**src/rtl/sram_ctrl_pkg.sv**
```systemverilog
// Shared definitions for SRAM client blocks: burst FSM state encoding and
// the default SRAM geometry used by SRAM instantiations.
package sram_ctrl_pkg;

    localparam int unsigned SRAM_A = 7;
    localparam int unsigned SRAM_W = 16;

    typedef enum logic [1:0] {
        S_IDLE  = 2'd0,
        S_FETCH = 2'd1,
        S_DRAIN = 2'd2,
        S_FIN   = 2'd3
    } state_e;

endpackage

```
**src/rtl/stream_out_reg.sv**
```systemverilog
// Single-entry valid/ready output register. A load always wins; otherwise a
// handshake empties the register. Data only changes on a load.
module stream_out_reg #(
    parameter int unsigned W = 16
) (
    input  logic         clk,
    input  logic         rst,
    input  logic         load,
    input  logic [W-1:0] data_in,
    output logic [W-1:0] out_data,
    output logic         out_valid,
    input  logic         out_ready,
    output logic         free
);

    logic [W-1:0] data_q;
    logic         valid_q;

    always_ff @(posedge clk or posedge rst) begin
        if (rst) begin
            data_q  <= '0;
            valid_q <= 1'b0;
        end else if (load) begin
            data_q  <= data_in;
            valid_q <= 1'b1;
        end else if (out_ready) begin
            valid_q <= 1'b0;
        end
    end

    // Register can take a new word when empty or being drained this cycle.
    assign free      = !valid_q || out_ready;
    assign out_data  = data_q;
    assign out_valid = valid_q;

endmodule

```
**src/rtl/sram_burst_reader.sv**
```systemverilog
// Burst read client for the single-port SRAM: streams `length` words from
// `baseAddr` onward (address wraps) at up to one word per cycle.
module sram_burst_reader
    import sram_ctrl_pkg::*;
#(
    parameter int unsigned A = SRAM_A,
    parameter int unsigned W = SRAM_W
) (
    input  logic         CLK,
    input  logic         RST,
    input  logic         start,
    input  logic [A-1:0] baseAddr,
    input  logic [A:0]   length,
    output logic         busy,
    output logic         done,
    output logic [A-1:0] sramAddress,
    output logic         sramWrite,
    input  logic [W-1:0] sramData,
    output logic [W-1:0] outData,
    output logic         outValid,
    input  logic         outReady
);

    localparam int unsigned LW = A + 1;

    state_e        state_q, state_d;
    logic [A-1:0]  ptr_q, ptr_d;
    logic [LW-1:0] remaining_q, remaining_d;
    logic          busy_q, busy_d;
    logic          done_q, done_d;
    logic          load_c;
    logic          free_c;

    // State and datapath registers
    always_ff @(posedge CLK or posedge RST) begin
        if (RST) begin
            state_q     <= S_IDLE;
            ptr_q       <= '0;
            remaining_q <= '0;
            busy_q      <= 1'b0;
            done_q      <= 1'b0;
        end else begin
            state_q     <= state_d;
            ptr_q       <= ptr_d;
            remaining_q <= remaining_d;
            busy_q      <= busy_d;
            done_q      <= done_d;
        end
    end

    // Next-state logic
    always_comb begin
        state_d = state_q;
        case (state_q)
            S_IDLE: begin
                if (start) begin
                    state_d = (length != '0) ? S_FETCH : S_FIN;
                end
            end
            S_FETCH: begin
                if (free_c && (remaining_q == LW'(1))) begin
                    state_d = S_DRAIN;
                end
            end
            S_DRAIN: begin
                if (outValid && outReady) begin
                    state_d = S_FIN;
                end
            end
            S_FIN:   state_d = S_IDLE;
            default: state_d = S_IDLE;
        endcase
    end

    // Outputs and datapath; busy/done are registered from the next state
    always_comb begin
        ptr_d       = ptr_q;
        remaining_d = remaining_q;
        load_c      = 1'b0;
        case (state_q)
            S_IDLE: begin
                if (start) begin
                    ptr_d       = baseAddr;
                    remaining_d = length;
                end
            end
            S_FETCH: begin
                if (free_c) begin
                    load_c      = 1'b1;
                    ptr_d       = ptr_q + A'(1);
                    remaining_d = remaining_q - LW'(1);
                end
            end
            default: ;
        endcase
        busy_d = (state_d != S_IDLE);
        done_d = (state_d == S_FIN);
    end

    stream_out_reg #(
        .W(W)
    ) u_out (
        .clk      (CLK),
        .rst      (RST),
        .load     (load_c),
        .data_in  (sramData),
        .out_data (outData),
        .out_valid(outValid),
        .out_ready(outReady),
        .free     (free_c)
    );

    assign busy        = busy_q;
    assign done        = done_q;
    assign sramAddress = ptr_q;
    assign sramWrite   = 1'b0;

endmodule

```
**config.mk**
```make
export PLATFORM = sky130hd
export DESIGN_NAME = sram_burst_reader
export DESIGN_NICKNAME = d
export VERILOG_FILES = /design/src/rtl/sram_ctrl_pkg.sv /design/src/rtl/stream_out_reg.sv /design/src/rtl/sram_burst_reader.sv
export SDC_FILE = /design/constraint.sdc
export NUM_CORES = 1
export LEC_CHECK = 0
export ABC_AREA = 1
export BUFFER_PORTS_ARGS = -buffer_cell sky130_fd_sc_hd__buf_2
export CAP_MARGIN = 20
export CORE_MARGIN = 2
export CORE_UTILIZATION = 40
export CTS_CLUSTER_SIZE = 28
export DETAILED_ROUTE_END_ITERATION = 10
export PLACE_DENSITY = 0.74
export REMOVE_ABC_BUFFERS = 1
export SYNTH_ARGS = -nofsm -noshare
export SYNTH_HDL_FRONTEND = slang
export SYNTH_HIERARCHICAL = 1
export SYNTH_SLANG_ARGS = --single-unit
```
**constraint.sdc**
```tcl
create_clock -name CLK -period 1.9 [get_ports CLK]
set_clock_uncertainty 0.2 [all_clocks]
set_input_delay 0.38 -clock CLK [delete_from_list [all_inputs] [get_ports CLK]]
set_output_delay 0.38 -clock CLK [all_outputs]
set_load 0.005 [all_outputs]
```
==> run summary, run 1 <==
The run finished with clean final reports. Among cell families on the critical path, the largest total delay comes from flip-flops. The critical path contains buffers and inverters numbering 2 combined.

The via count of the first global-routing pass came out at 1,660. The setup path with the least slack is of type register to register. The largest fanout of any net on the critical path came out at 14.

The count of input and output buffers came out at 60. The average cell area after synthesis came out at 7.674 sq um. The critical path goes through inv_1 > nand3_2 > nand2_2 > buf_4 > a21oi_1 > a21oi_1. The standard-cell row count is 25.

The average detailed-routed wire length per instance came out at 10.86 um. Sequential elements use 46.04% of the synthesized area. The number of standard cells after synthesis is 255. The leakage power summed over all cells came out at 1.385 nW. The switching power came out at 0.001606 W. The number of ports placed on the die boundary is 62. The total clock sinks is 36. CTS placed an instance of sky130_fd_sc_hd__clkbuf_8 at the clock tree root. After synthesis the netlist holds a flip-flop and latch count of 36. The synthesis warning total is 6. Synthesis instantiated 30 different standard cells from the library. The max-cap check violation count came out at 0. The clock network power share is 18.8%. The worst hold path terminates at u_out/out_data[3]$_DFFE_PP0P_.

The overall track demand over capacity in global routing is 17.40%. The net count of the finished layout is 358. The placer's final routability congestion estimate is 0.8383. The post-place instance area came out at 2292 sq um. Counting flops with a built-in enable in the synthesized netlist gives 0. The layout cell share with drive strength beyond 1 is 29.28%. The hold path depth is 3. The final hold slack came out at 82.10 ps.

Setup repair after global routing left no endpoint under its margin. Entering global routing, the biggest net connects 30 pins. The cell repeated most along the worst path is sky130_fd_sc_hd__a21oi_1. The number of pins with negative max-slew slack in the final report is 0. From bottom edge to top edge, the die measures 73.95 um. The core area is 4723 sq um. The die width came out at 73.95 um.

The share of synthesized area in the top cell type comes to 46.04%. The total routed wirelength is 4214 um. The via total after detailed routing is 1,775. The register clock-pin slew on the reported worst setup and hold paths came out at 70 ps. Sorting the synthesized cells by how often they occur yields sky130_fd_sc_hd__nand2_1, sky130_fd_sc_hd__dfrtp_1, sky130_fd_sc_hd__inv_1, sky130_fd_sc_hd__nor2_1, sky130_fd_sc_hd__nand3_1. The worst path uses 81.54% of the clock period. The half-perimeter wire length after detailed placement is 3200 um. The predominant post-synthesis flop cell is sky130_fd_sc_hd__dfrtp_1. Gates resized during post-CTS repair numbered 0.

The total placed cells including tap cells came out at 379. The floorplan die area is 5468 sq um. For this design, the slowest cell found on the critical path is sky130_fd_sc_hd__dfrtp_1. The launching point of the worst reg2reg path is state_q[1]$_DFF_PP0_.

The count of antenna-violating nets left after detailed routing came out at 0. The initial DRC count is 122. The share of the core filled with cells is 51.42%. The number of design rule violations left after detail routing is 0.

The peak supply drop came out at 0.7860 mV. The maximum frequency from static timing analysis is 645.5 MHz. In this run the power density over the cells is 1615 nW/um^2. The type of destination of the critical path is a register. Counting the fill cells in the layout gives 482. The signed area change from the synthesized netlist to the final layout came out at 24.10%. Dividing the detail-routed via count by the number of cells gives 4.575.

The finished cells cover 2429 sq um. The starting density of the core came out at 41.43%. The maximum cell stage delay along the critical path came out at 420 ps. The final critical path time including I/O delays and setup came out at 1549 ps. The H-tree depth is 2.

The hold buffer count at cts is 1. The internal power contribution is 0.002315 W. The class of the worst hold path is input pin to register. The total negative slack came out at 0 ps. The post-CTS setup-driven buffer insertion count came out at 0.

TritonCTS built the clock tree. At the pin with the least slew margin, the transition time is 602.1 ps. Before antenna repair, the detailed router went through 4 iterations. The worst register-to-register path ends at sramAddress[4]$_DFFE_PP0P_. The data required time at the worst endpoint is 1910 ps. The first global-routing pass estimated 7279 um of wire. The number of buffers created by CTS came out at 5. The headroom to the max-slew limit is 59.81%. The initial antenna violation count is 0. sky130_fd_sc_hd__dfrtp_1 takes more of the synthesized area than any other cell. Registers are responsible for 36.0% of the overall power. In this run the cell area of the synthesized design comes to 1957 sq um. The share of total power consumed by net switching is 40.97%. Ranked by total cell area, the synthesized netlist is headed by sky130_fd_sc_hd__dfrtp_1, sky130_fd_sc_hd__nand2_1, sky130_fd_sc_hd__inv_1. Yosys instantiated no cell more often than sky130_fd_sc_hd__nand2_1. The number of diodes added for antenna fixing came out at 0.

The total overflow reported by the global router came out at 0. Setup slack on the worst reg-to-reg path comes out at 350 ps. The final count of hold timing violations is 0. In this run, the combinational gates consume 45.2% of the power. After the flow finishes, the layout carries non-filler instances totaling 388. The critical path arrival is 1560 ps. The clock latency on the worst-skew pair is 290 ps.

The worst setup path is launched from a register. The maximum clock insertion buffer count came out at 2. In the synthesized netlist the async set-or-reset flop fraction comes to 100.0%. The worst hold path begins at sramData[3]. The count of cells along the worst register-to-register path came out at 6. The setup-violating endpoint count in the final report came out at 0.
## state kept, by name, indices dropped and copies added, names as in the netlist
signal	count
sramAddress	7
u_out/out_data	16
busy	1
u_out/out_valid	1
state_q	2
done	1
remaining_q	8
## layout make-up
| type | instances | area, sq um | area share (%) |
|---|---|---|---|
| sequential | 36 | 900.9 | 37.09 |
| multi-input combinational | 180 | 842.1 | 34.67 |
| timing repair buffer | 67 | 355.3 | 14.63 |
| inverter | 30 | 120.1 | 4.946 |
| clock buffer | 7 | 96.34 | 3.967 |
| tap | 67 | 83.83 | 3.452 |
| clock inverter | 1 | 30.03 | 1.236 |
## power groups by stage
stage / Clock [W] / Combinational (W) / Sequential [W]
after CTS: 0.000770 / 0.00180 / 0.00141
after global placement: 0 / 0.00174 / 0.00142
final: 0.000737 / 0.00177 / 0.00141
after detailed placement: 0 / 0.00179 / 0.00142
after floorplan: 0 / 0.00116 / 0.00140
after global routing: 0.000796 / 0.00209 / 0.00147
## routing by layer
layer / GRT usage (%) / routed length (um)
met1: 23.13 / 1989
met2: 27.38 / 1847
met3: 4.607 / 307
met4: 6.667 / 69
met5: 0 / 0
## worst min-delay path: stages
cell                      delay (ps)
sky130_fd_sc_hd__buf_2            70
sky130_fd_sc_hd__nand2_1          40
sky130_fd_sc_hd__nand2_1          50
## placed cells by master, fill, tap and decap left out, drive strengths merged
master       Yosys  final
a21oi            8      8
nor2            18     18
o22ai            1      1
dlygate4sd3      0      1
or2              5      5
ha               3      3
inv             30     30
bufinv           0      1
conb             1      1
o21a             1      1
buf              8     66
o21ai           20     20
o211ai           1      1
xor2             1      1
dfrtp           36     36
nand4            2      2
nand3           17     17
a31oi            1      1
nand2          101    101
clkbuf           1      7
## per-stage QoR
| step | power, W | worst slack (ps) |
|---|---|---|
| 2_1_floorplan | 0.002556 | 92.30 |
| 3_5_place_dp | 0.003208 | 273.0 |
| 3_3_place_gp | 0.003159 | 311.2 |
| 5_1_grt | 0.004350 | 202.9 |
| 6_report | 0.003921 | 350.7 |
| 4_1_cts | 0.003979 | 353.5 |
## how the worst max path moves through the flow
stage,startpoint,cells after the start,end
after floorplan,state_q[1]$_DFF_PP0_,6,remaining_q[3]$_DFFE_PP0P_
after global placement,outReady,9,done$_DFF_PP0_
after detailed placement,outReady,9,done$_DFF_PP0_
after CTS,state_q[1]$_DFF_PP0_,6,sramAddress[4]$_DFFE_PP0P_
after global routing,state_q[1]$_DFF_PP0_,6,sramAddress[4]$_DFFE_PP0P_
final,state_q[1]$_DFF_PP0_,6,sramAddress[4]$_DFFE_PP0P_
## logic make-up (layout without fill, tap and decap cells)
| kind of cell | Yosys count | count (layout) | share of synthesized area, % |
|---|---|---|---|
| flops | 36 | 36 | 46.04 |
| fa+ha+maj | 3 | 3 | 1.918 |
| other cells | 1 | 1 | 0.1916 |
| simple gates | 143 | 143 | 30.95 |
| buf+inv | 39 | 105 | 10.93 |
| xor+xnor | 1 | 1 | 0.4477 |
| compound gates | 32 | 32 | 9.527 |
(Power assumes the default switching activity.)
==> run 2: changes to the inputs <==
Settings changed: PLACE_DENSITY 0.74 to 0.77.
Clock period 1.9 ns to 1.4 ns, I/O delays scaled along.
==> run 2 against run 1 <==
  * The flow now finishes with violations (setup timing)
  * Sequential power grew 41%
  * Clock-buffer cell count decreased by 2
  * Power increased by 69%
  * Design area increased by 26%
  * Maximum frequency up 5.3%
  * Combinational power up 120%
  * Die area did not move
  * Cell count rose by 11%
  * First-iteration DRC count fell by 14%
  * Worst hold slack worse by 70 ps
  * Largest cell class is now multi-input combinational cells
==> run summary, run 2 (synthesized netlist as in run 1, its figures left out) <==
The max-cap check violation count is 0 (unchanged). Status: finished, violations left (was finished, final reports clean). The number of ports placed on the die boundary was 62 (unchanged). The checks that failed: setup timing. RSZ-0062 raised after global routing: yes (was no).

The master cell of the clock root buffer is sky130_fd_sc_hd__clkbuf_8 (unchanged). The minimum setup slack among reg-to-reg paths is -70 ps (was 350 ps). The total placed cells including tap cells is 390 (was 379).

The worst-path cell with the longest stage delay was sky130_fd_sc_hd__dfrtp_2 (was sky130_fd_sc_hd__dfrtp_1). The floorplan die area is 5468 sq um (unchanged). The critical path arrival was 1440 ps (was 1560 ps).

The share of total power consumed by net switching came out at 42.70% (was 40.97%). The end of the worst register-to-register path was remaining_q[7]$_DFFE_PP0P_ (was sramAddress[4]$_DFFE_PP0P_). The cell repeated most along the worst path is sky130_fd_sc_hd__nand2_1 (was sky130_fd_sc_hd__a21oi_1). The initial DRC count came out at 105 (was 122). The number of fillers in the final layout was 362 (was 482).

The layout net count came out at 400 (was 358). The signed area change from the synthesized netlist to the final layout is 56.33% (was 24.10%). The hold path depth came out at 3 (unchanged). The pin count of the biggest net entering global routing came out at 20 (was 30).

The wire length of the first global-routing pass came out at 8549 um (was 7279 um). The final cell count without fillers came out at 430 (was 388). The classification of the worst setup path is register to register (unchanged). The count of input and output buffers is 60 (unchanged). The placer's final routability congestion estimate is 0.8911 (was 0.8383). The worst hold path startpoint is sramData[14] (was sramData[3]). The largest fanout of any net on the critical path is 4 (was 14).

The number of flip-flops in the largest register is 16 (unchanged). The top cell family by delay on the critical path is flip-flops (unchanged). The ratio of final minimum period to clock period came to 105.1% (was 81.54%). The standard-cell row count came to 25 (unchanged). The maximum clock insertion buffer count came out at 2 (unchanged). The number of diodes added for antenna fixing came out at 0 (unchanged).

The starting density of the core is 41.43% (unchanged). The maximum frequency from static timing analysis came out at 679.5 MHz (was 645.5 MHz). The initial antenna violation count is 0 (unchanged). The number of buffers created by CTS came to 5 (unchanged). The number of design rule violations left after detail routing is 0 (unchanged).

The total routed wirelength came out at 5668 um (was 4214 um). The via count of the first global-routing pass was 1,927 (was 1,660). The setup-violating endpoint count in the final report is 23 (was 0). The class of the worst hold path is input pin to register (unchanged). The kind of launch point of the worst setup path is a register (unchanged). The ratio of routed vias to standard cells came out at 4.814 (was 4.575). The launching point of the worst reg2reg path is remaining_q[0]$_DFFE_PP0P_ (was state_q[1]$_DFF_PP0_). The H-tree depth came out at 2 (unchanged). The type of destination of the critical path is a register (unchanged). The average detailed-routed wire length per instance is 13.18 um (was 10.86 um).

The clock latency on the worst-skew pair came out at 300 ps (was 290 ps). The register clock-pin slew on the reported worst setup and hold paths came to 70 ps (about the same). The core area came out at 4723 sq um (unchanged). The worst-case hold path end point is u_out/out_data[14]$_DFFE_PP0P_ (was u_out/out_data[3]$_DFFE_PP0P_). The total negative slack came out at -382.6 ps (was 0 ps). Commonest non-fill, non-tap cells in the layout: sky130_fd_sc_hd__nand2_1, sky130_fd_sc_hd__buf_2, sky130_fd_sc_hd__dfrtp_1 (unchanged). The maximum cell stage delay along the critical path is 450 ps (was 420 ps). The proportion of power drawn by flip-flops and latches is 30.0% (was 36.0%). The combined buffer and inverter count along the critical path is 2 (unchanged). The final critical path time including I/O delays and setup came to 1472 ps (was 1549 ps). The most common cell after layout, fill and taps aside was sky130_fd_sc_hd__nand2_1 (unchanged). The total iterations of the first detailed-routing run was 4 (unchanged).

The die width came out at 73.95 um (unchanged). The total overflow reported by the global router was 0 (unchanged). The total clock sinks came out at 36 (unchanged). The final count of hold timing violations is 0 (unchanged).

Sequence of cells on the critical path: inv_2 > buf_4 > nand2_1 > o21ai_2 > nand3_1 > nand2_1 > nand2_1 (was inv_1 > nand3_2 > nand2_2 > buf_4 > a21oi_1 > a21oi_1). The count of antenna-violating nets left after detailed routing is 0 (unchanged). The CTS tree is built (unchanged). The clock network power share came out at 11.2% (was 18.8%). The via total after detailed routing came out at 2,070 (was 1,775). The overall track demand over capacity in global routing is 20.61% (was 17.40%).

The count of cells along the worst register-to-register path is 7 (was 6). The die height is 73.95 um (unchanged). The peak supply drop was 1.098 mV (was 0.7860 mV).

The fraction of power consumed by combinational cells came out at 58.9% (was 45.2%). The smallest setup slack after layout was -71.73 ps (was 350.7 ps). The data required time at the worst endpoint was 1370 ps (was 1910 ps).

The half-perimeter wire length after detailed placement came out at 3254 um (was 3200 um). The number of pins with negative max-slew slack in the final report is 0 (unchanged). The leakage power summed over all cells was 1.640 nW (was 1.385 nW).

The areal power density over the cells is 2172 nW/um^2 (was 1615 nW/um^2). The internal power contribution came out at 0.003807 W (was 0.002315 W). The layout cell share with drive strength beyond 1 is 45.45% (was 29.28%). The switching power came out at 0.002836 W (was 0.001606 W).
## run 2: changes by cell type in the layout (fill, tap and decap cells not counted), moves of 4 or more
cell                            before  now
sky130_fd_sc_hd__buf_12              0    4
sky130_fd_sc_hd__buf_4               6   16
sky130_fd_sc_hd__buf_6               0   13
sky130_fd_sc_hd__dlygate4sd3_1       1   16
sky130_fd_sc_hd__inv_1              26   21
sky130_fd_sc_hd__inv_2               3    7
sky130_fd_sc_hd__nand2_1            97   72
sky130_fd_sc_hd__nand2_2             4   23
sky130_fd_sc_hd__nand2_4             0    6
sky130_fd_sc_hd__nand3_1            15   11
sky130_fd_sc_hd__nand3_2             2    6
sky130_fd_sc_hd__o21ai_0            14    7
sky130_fd_sc_hd__o21ai_1             1    7
## run 2: worst max path at each step
stage / to / slack, ps / cells after the start / start
after floorplan: remaining_q[3]$_DFFE_PP0P_ / -410 / 6 / state_q[1]$_DFF_PP0_
after global placement: u_out/out_data[10]$_DFFE_PP0P_ / -20 / 9 / outReady
after detailed placement: busy$_DFF_PP0_ / -50 / 9 / remaining_q[1]$_DFFE_PP0P_
after CTS: remaining_q[6]$_DFFE_PP0P_ / -20 / 8 / remaining_q[1]$_DFFE_PP0P_
after global routing: remaining_q[7]$_DFFE_PP0P_ / -150 / 6 / remaining_q[4]$_DFFE_PP0P_
final: remaining_q[7]$_DFFE_PP0P_ / -70 / 7 / remaining_q[0]$_DFFE_PP0P_
## run 2: what timing repair did
item | in CTS | in global routing
setup buffers | 6 | 9
pin swaps | 11 | 21
cloned | 1 | 1
setup endpoints to repair | 27 | 38
resized for setup | 27 | 58
hold buffers | 16 | 0
hold endpoints to repair | 51 | 0
## run 2: tightest hold or removal path: stages
cell                      delay, ps
sky130_fd_sc_hd__buf_2           90
sky130_fd_sc_hd__nand2_2         60
sky130_fd_sc_hd__nand2_2         50
## run 2: metrics by stage
step	util (%)	hold WS (ps)	total power (W)	instance area, sq um	setup slack, ps
final	64.77	12.32	0.006643	3059	-71.73
after global routing	64.77	13.55	0.007152	3059	-146.0
after CTS	59.68	4.344	0.005955	2819	-24.07
after detailed placement	50.81	109.0	0.004650	2400	-52.08
after global placement	50.81	111.0	0.004574	2400	-19.94
after floorplan	-	6.069	0.003468	1863	-407.7
## run 2: metal layers
| metal | wire (um) | global-route usage, % | vias up |
|---|---|---|---|
| met3 | 350 | 5.556 | 14 |
| met4 | 131 | 6.869 | 0 |
| met5 | 0 | 0 | - |
| met1 | 2260 | 24.07 | 972 |
| met2 | 2925 | 36.61 | 79 |
| li1 | - | - | 1005 |
## run 2: layout make-up
type / count / area (sq um) / area share [%]
Tap cell: 67 / 83.83 / 2.740
Sequential cell: 36 / 902.1 / 29.49
Multi-Input combinational cell: 180 / 1017 / 33.25
Inverter: 30 / 131.4 / 4.294
Clock inverter: 3 / 18.77 / 0.6135
Clock buffer: 5 / 68.82 / 2.249
Timing Repair Buffer: 109 / 837.1 / 27.36
## run 2: power groups by stage
stage                     combinational [W]  clock [W]  sequential (W)
final                               0.00391   0.000743         0.00199
after global routing                0.00430   0.000806         0.00205
after CTS                           0.00327   0.000760         0.00193
after detailed placement            0.00275          0         0.00190
after global placement              0.00267          0         0.00190
after floorplan                     0.00157          0         0.00190
==> run 3: changes to the inputs <==
Settings changed: PLACE_DENSITY 0.77 to 0.73.
==> run 3 against run 2 <==
  * The flow still finishes with violations (setup timing)
  * Worst hold slack improved by 36 ps
  * Cell count shrank 2.3%
  * Sequential share of layout area rose by 2.1 points
  * Via count fell by 5.7%
  * Flip-flop and latch count unchanged
  * Clock-buffer cell count grew 2
  * Clock power increased by 3.2%
  * Register-to-register slack improved by 20 ps
  * Design area decreased by 6.8%
  * Worst setup slack improved by 23 ps
  * Non-clock buffer count down 10
  * Core utilization down 4.4 points
==> run summary, run 3 (synthesized netlist as in run 1, its figures left out) <==
The type of destination of the critical path is a register (unchanged). Violations in the final reports: setup timing (unchanged). The maximum frequency from static timing analysis came out at 690.3 MHz (was 679.5 MHz). The peak supply drop is 1.158 mV (was 1.098 mV). The most common cell after layout, fill and taps aside is sky130_fd_sc_hd__nand2_1 (unchanged). The number of flip-flops in the largest register is 16 (unchanged). The wire length of the first global-routing pass is 7983 um (was 8549 um).

The via total after detailed routing came to 1,953 (was 2,070). The placer's final routability congestion estimate came out at 0.8424 (was 0.8911). The number of design rule violations left after detail routing is 0 (unchanged).

The initial antenna violation count is 0 (unchanged). RSZ-0062 raised after global routing: yes (unchanged). The number of pins with negative max-slew slack in the final report came out at 0 (unchanged). The data required time at the worst endpoint is 1430 ps (was 1370 ps). The smallest setup slack after layout came out at -48.70 ps (was -71.73 ps).

The final critical path time including I/O delays and setup is 1449 ps (was 1472 ps). Commonest non-fill, non-tap cells in the layout: sky130_fd_sc_hd__nand2_1, sky130_fd_sc_hd__buf_2, sky130_fd_sc_hd__dfrtp_1 (unchanged). The initial DRC count came to 123 (was 105). The setup-violating endpoint count in the final report came out at 12 (was 23). The ratio of final minimum period to clock period is 103.5% (was 105.1%).

The classification of the worst setup path is register to register (unchanged). The H-tree depth is 2 (unchanged). The final instance area is 2851 sq um (was 3059 sq um).

The floorplan die area is 5468 sq um (unchanged). The critical path arrival came out at 1480 ps (was 1440 ps). The final count of hold timing violations is 0 (unchanged). The signed area change from the synthesized netlist to the final layout is 45.72% (was 56.33%). Status: finished, violations left (unchanged).

The CTS tree is built (unchanged). The number of diodes added for antenna fixing came out at 0 (unchanged). The total clock sinks is 36 (unchanged). The leakage power summed over all cells came out at 1.558 nW (was 1.640 nW). The layout net count is 390 (was 400). The count of input and output buffers is 60 (unchanged). The largest fanout of any net on the critical path is 6 (was 4). The count of antenna-violating nets left after detailed routing came out at 0 (unchanged).

The die width came out at 73.95 um (unchanged). The number of ports placed on the die boundary is 62 (unchanged). The starting density of the core came out at 41.43% (unchanged).

The total routed wirelength is 4829 um (was 5668 um). The half-perimeter wire length after detailed placement is 3287 um (was 3254 um). The post-place instance area came out at 2442 sq um (was 2400 sq um). The maximum clock insertion buffer count came to 2 (unchanged). The standard-cell row count came out at 25 (unchanged). The total overflow reported by the global router came out at 0 (unchanged).

The kind of launch point of the worst setup path is a register (unchanged). The average detailed-routed wire length per instance is 11.50 um (was 13.18 um). The pin count of the biggest net entering global routing came out at 20 (unchanged). The number of buffers created by CTS is 5 (unchanged). The core area came to 4723 sq um (unchanged).

The total iterations of the first detailed-routing run came out at 4 (unchanged). The via count of the first global-routing pass came out at 1,864 (was 1,927). The clock latency on the worst-skew pair was 280 ps (was 300 ps). The class of the worst hold path was input pin to register (unchanged). The die height is 73.95 um (unchanged). The ratio of routed vias to standard cells came out at 4.650 (was 4.814).

The overall track demand over capacity in global routing was 18.91% (was 20.61%). The register clock-pin slew on the reported worst setup and hold paths is 70 ps (about the same). The overall power came out at 0.006063 W (was 0.006643 W). The layout cell share with drive strength beyond 1 came out at 34.56% (was 45.45%). The master cell of the clock root buffer is sky130_fd_sc_hd__clkbuf_8 (unchanged). The areal power density over the cells came to 2126 nW/um^2 (was 2172 nW/um^2).

The max-cap check violation count came to 0 (unchanged).
==> run 3: cell types whose count changed in the layout (fill, tap and decap cells not counted), moves of 3 or more <==
cell	change
sky130_fd_sc_hd__nand2_1	+22
sky130_fd_sc_hd__nand2_2	-17
sky130_fd_sc_hd__buf_6	-6
sky130_fd_sc_hd__buf_4	-5
sky130_fd_sc_hd__nand2_4	-5
sky130_fd_sc_hd__nand3_1	+4
sky130_fd_sc_hd__nand3_2	-4
sky130_fd_sc_hd__inv_1	+3
==> run 3: final timing paths <==
| check | endpoint | depth (start not counted) | slack, ps | from |
|---|---|---|---|---|
| min in group asynchronous | u_out/out_data[11]$_DFFE_PP0P_ | 3 | 220 | RST |
| max reg2reg | sramAddress[6]$_DFFE_PP0P_ | 9 | -50 | state_q[0]$_DFF_PP0_ |
| max | sramAddress[6]$_DFFE_PP0P_ | 9 | -50 | state_q[0]$_DFF_PP0_ |
| max in group asynchronous | u_out/out_valid$_DFFE_PP0P_ | 4 | 390 | RST |
| min | sramAddress[1]$_DFFE_PP0P_ | 3 | 50 | baseAddr[1] |
| min reg2reg | u_out/out_data[13]$_DFFE_PP0P_ | 2 | 270 | u_out/out_data[13]$_DFFE_PP0P_ |
==> run 3: timing repair <==
item                                    4_1_cts  5_1_grt
endpoints found under the setup margin       34       37
gates cloned                                  0        1
resized for setup                            13       15
hold buffers                                 17        0
setup buffers                                 4        1
pin swaps                                     1        4
endpoints found under the hold margin        52        0
==> run 3: cell type report <==
class                      instances  area (sq um)
clock buffer                       7         86.33
clock inverter                     1         7.507
fill                             387          1872
inverter                          30         120.1
multi-input combinational        180         890.9
sequential                        36         900.9
tap                               67         83.83
timing repair buffer              99         762.0
==> run 3: metrics by stage <==
step           setup TNS, ps  setup slack, ps  hold slack, ps  instances  utilization (%)
2_1_floorplan          -9933           -407.7           6.069        246                -
3_3_place_gp          -105.8           -30.99          -32.46        389            51.71
3_5_place_dp          -506.6           -44.74          -27.11        389            51.71
4_1_cts               -246.6           -40.64           37.22        418            58.83
5_1_grt                -3305           -146.4           39.88        420            60.37
6_report              -334.9           -48.70           48.18        420            60.37
==> run 3: where the power goes <==
group	internal, W	leakage, nW	total, W	switching (W)
logic	0.00166	1.09	0.00336	0.00171
registers	0.00152	0.427	0.00193	0.000408
clock network	0.000400	0.0445	0.000767	0.000367
==> run 3: worst max-delay path, stage by stage (launching register included) <==
cell                        delay (ps)
sky130_fd_sc_hd__dfrtp_1           370
sky130_fd_sc_hd__inv_2              70
sky130_fd_sc_hd__nor2_4            190
sky130_fd_sc_hd__nand2_2            90
sky130_fd_sc_hd__nand2_4           130
sky130_fd_sc_hd__clkbuf_16         160
sky130_fd_sc_hd__o21ai_2            50
sky130_fd_sc_hd__inv_1              40
sky130_fd_sc_hd__nand2_1            40
sky130_fd_sc_hd__nand2_1            50
==> run 3: routing by layer <==
| layer | track usage, % | share of wire, % | vias up |
|---|---|---|---|
| li1 | - | - | 983 |
| met1 | 23.51 | 43 | 870 |
| met2 | 31.65 | 47 | 93 |
| met3 | 5.827 | 8.7 | 7 |
| met4 | 5.859 | 1.2 | 0 |
| met5 | 0 | 0 | - |
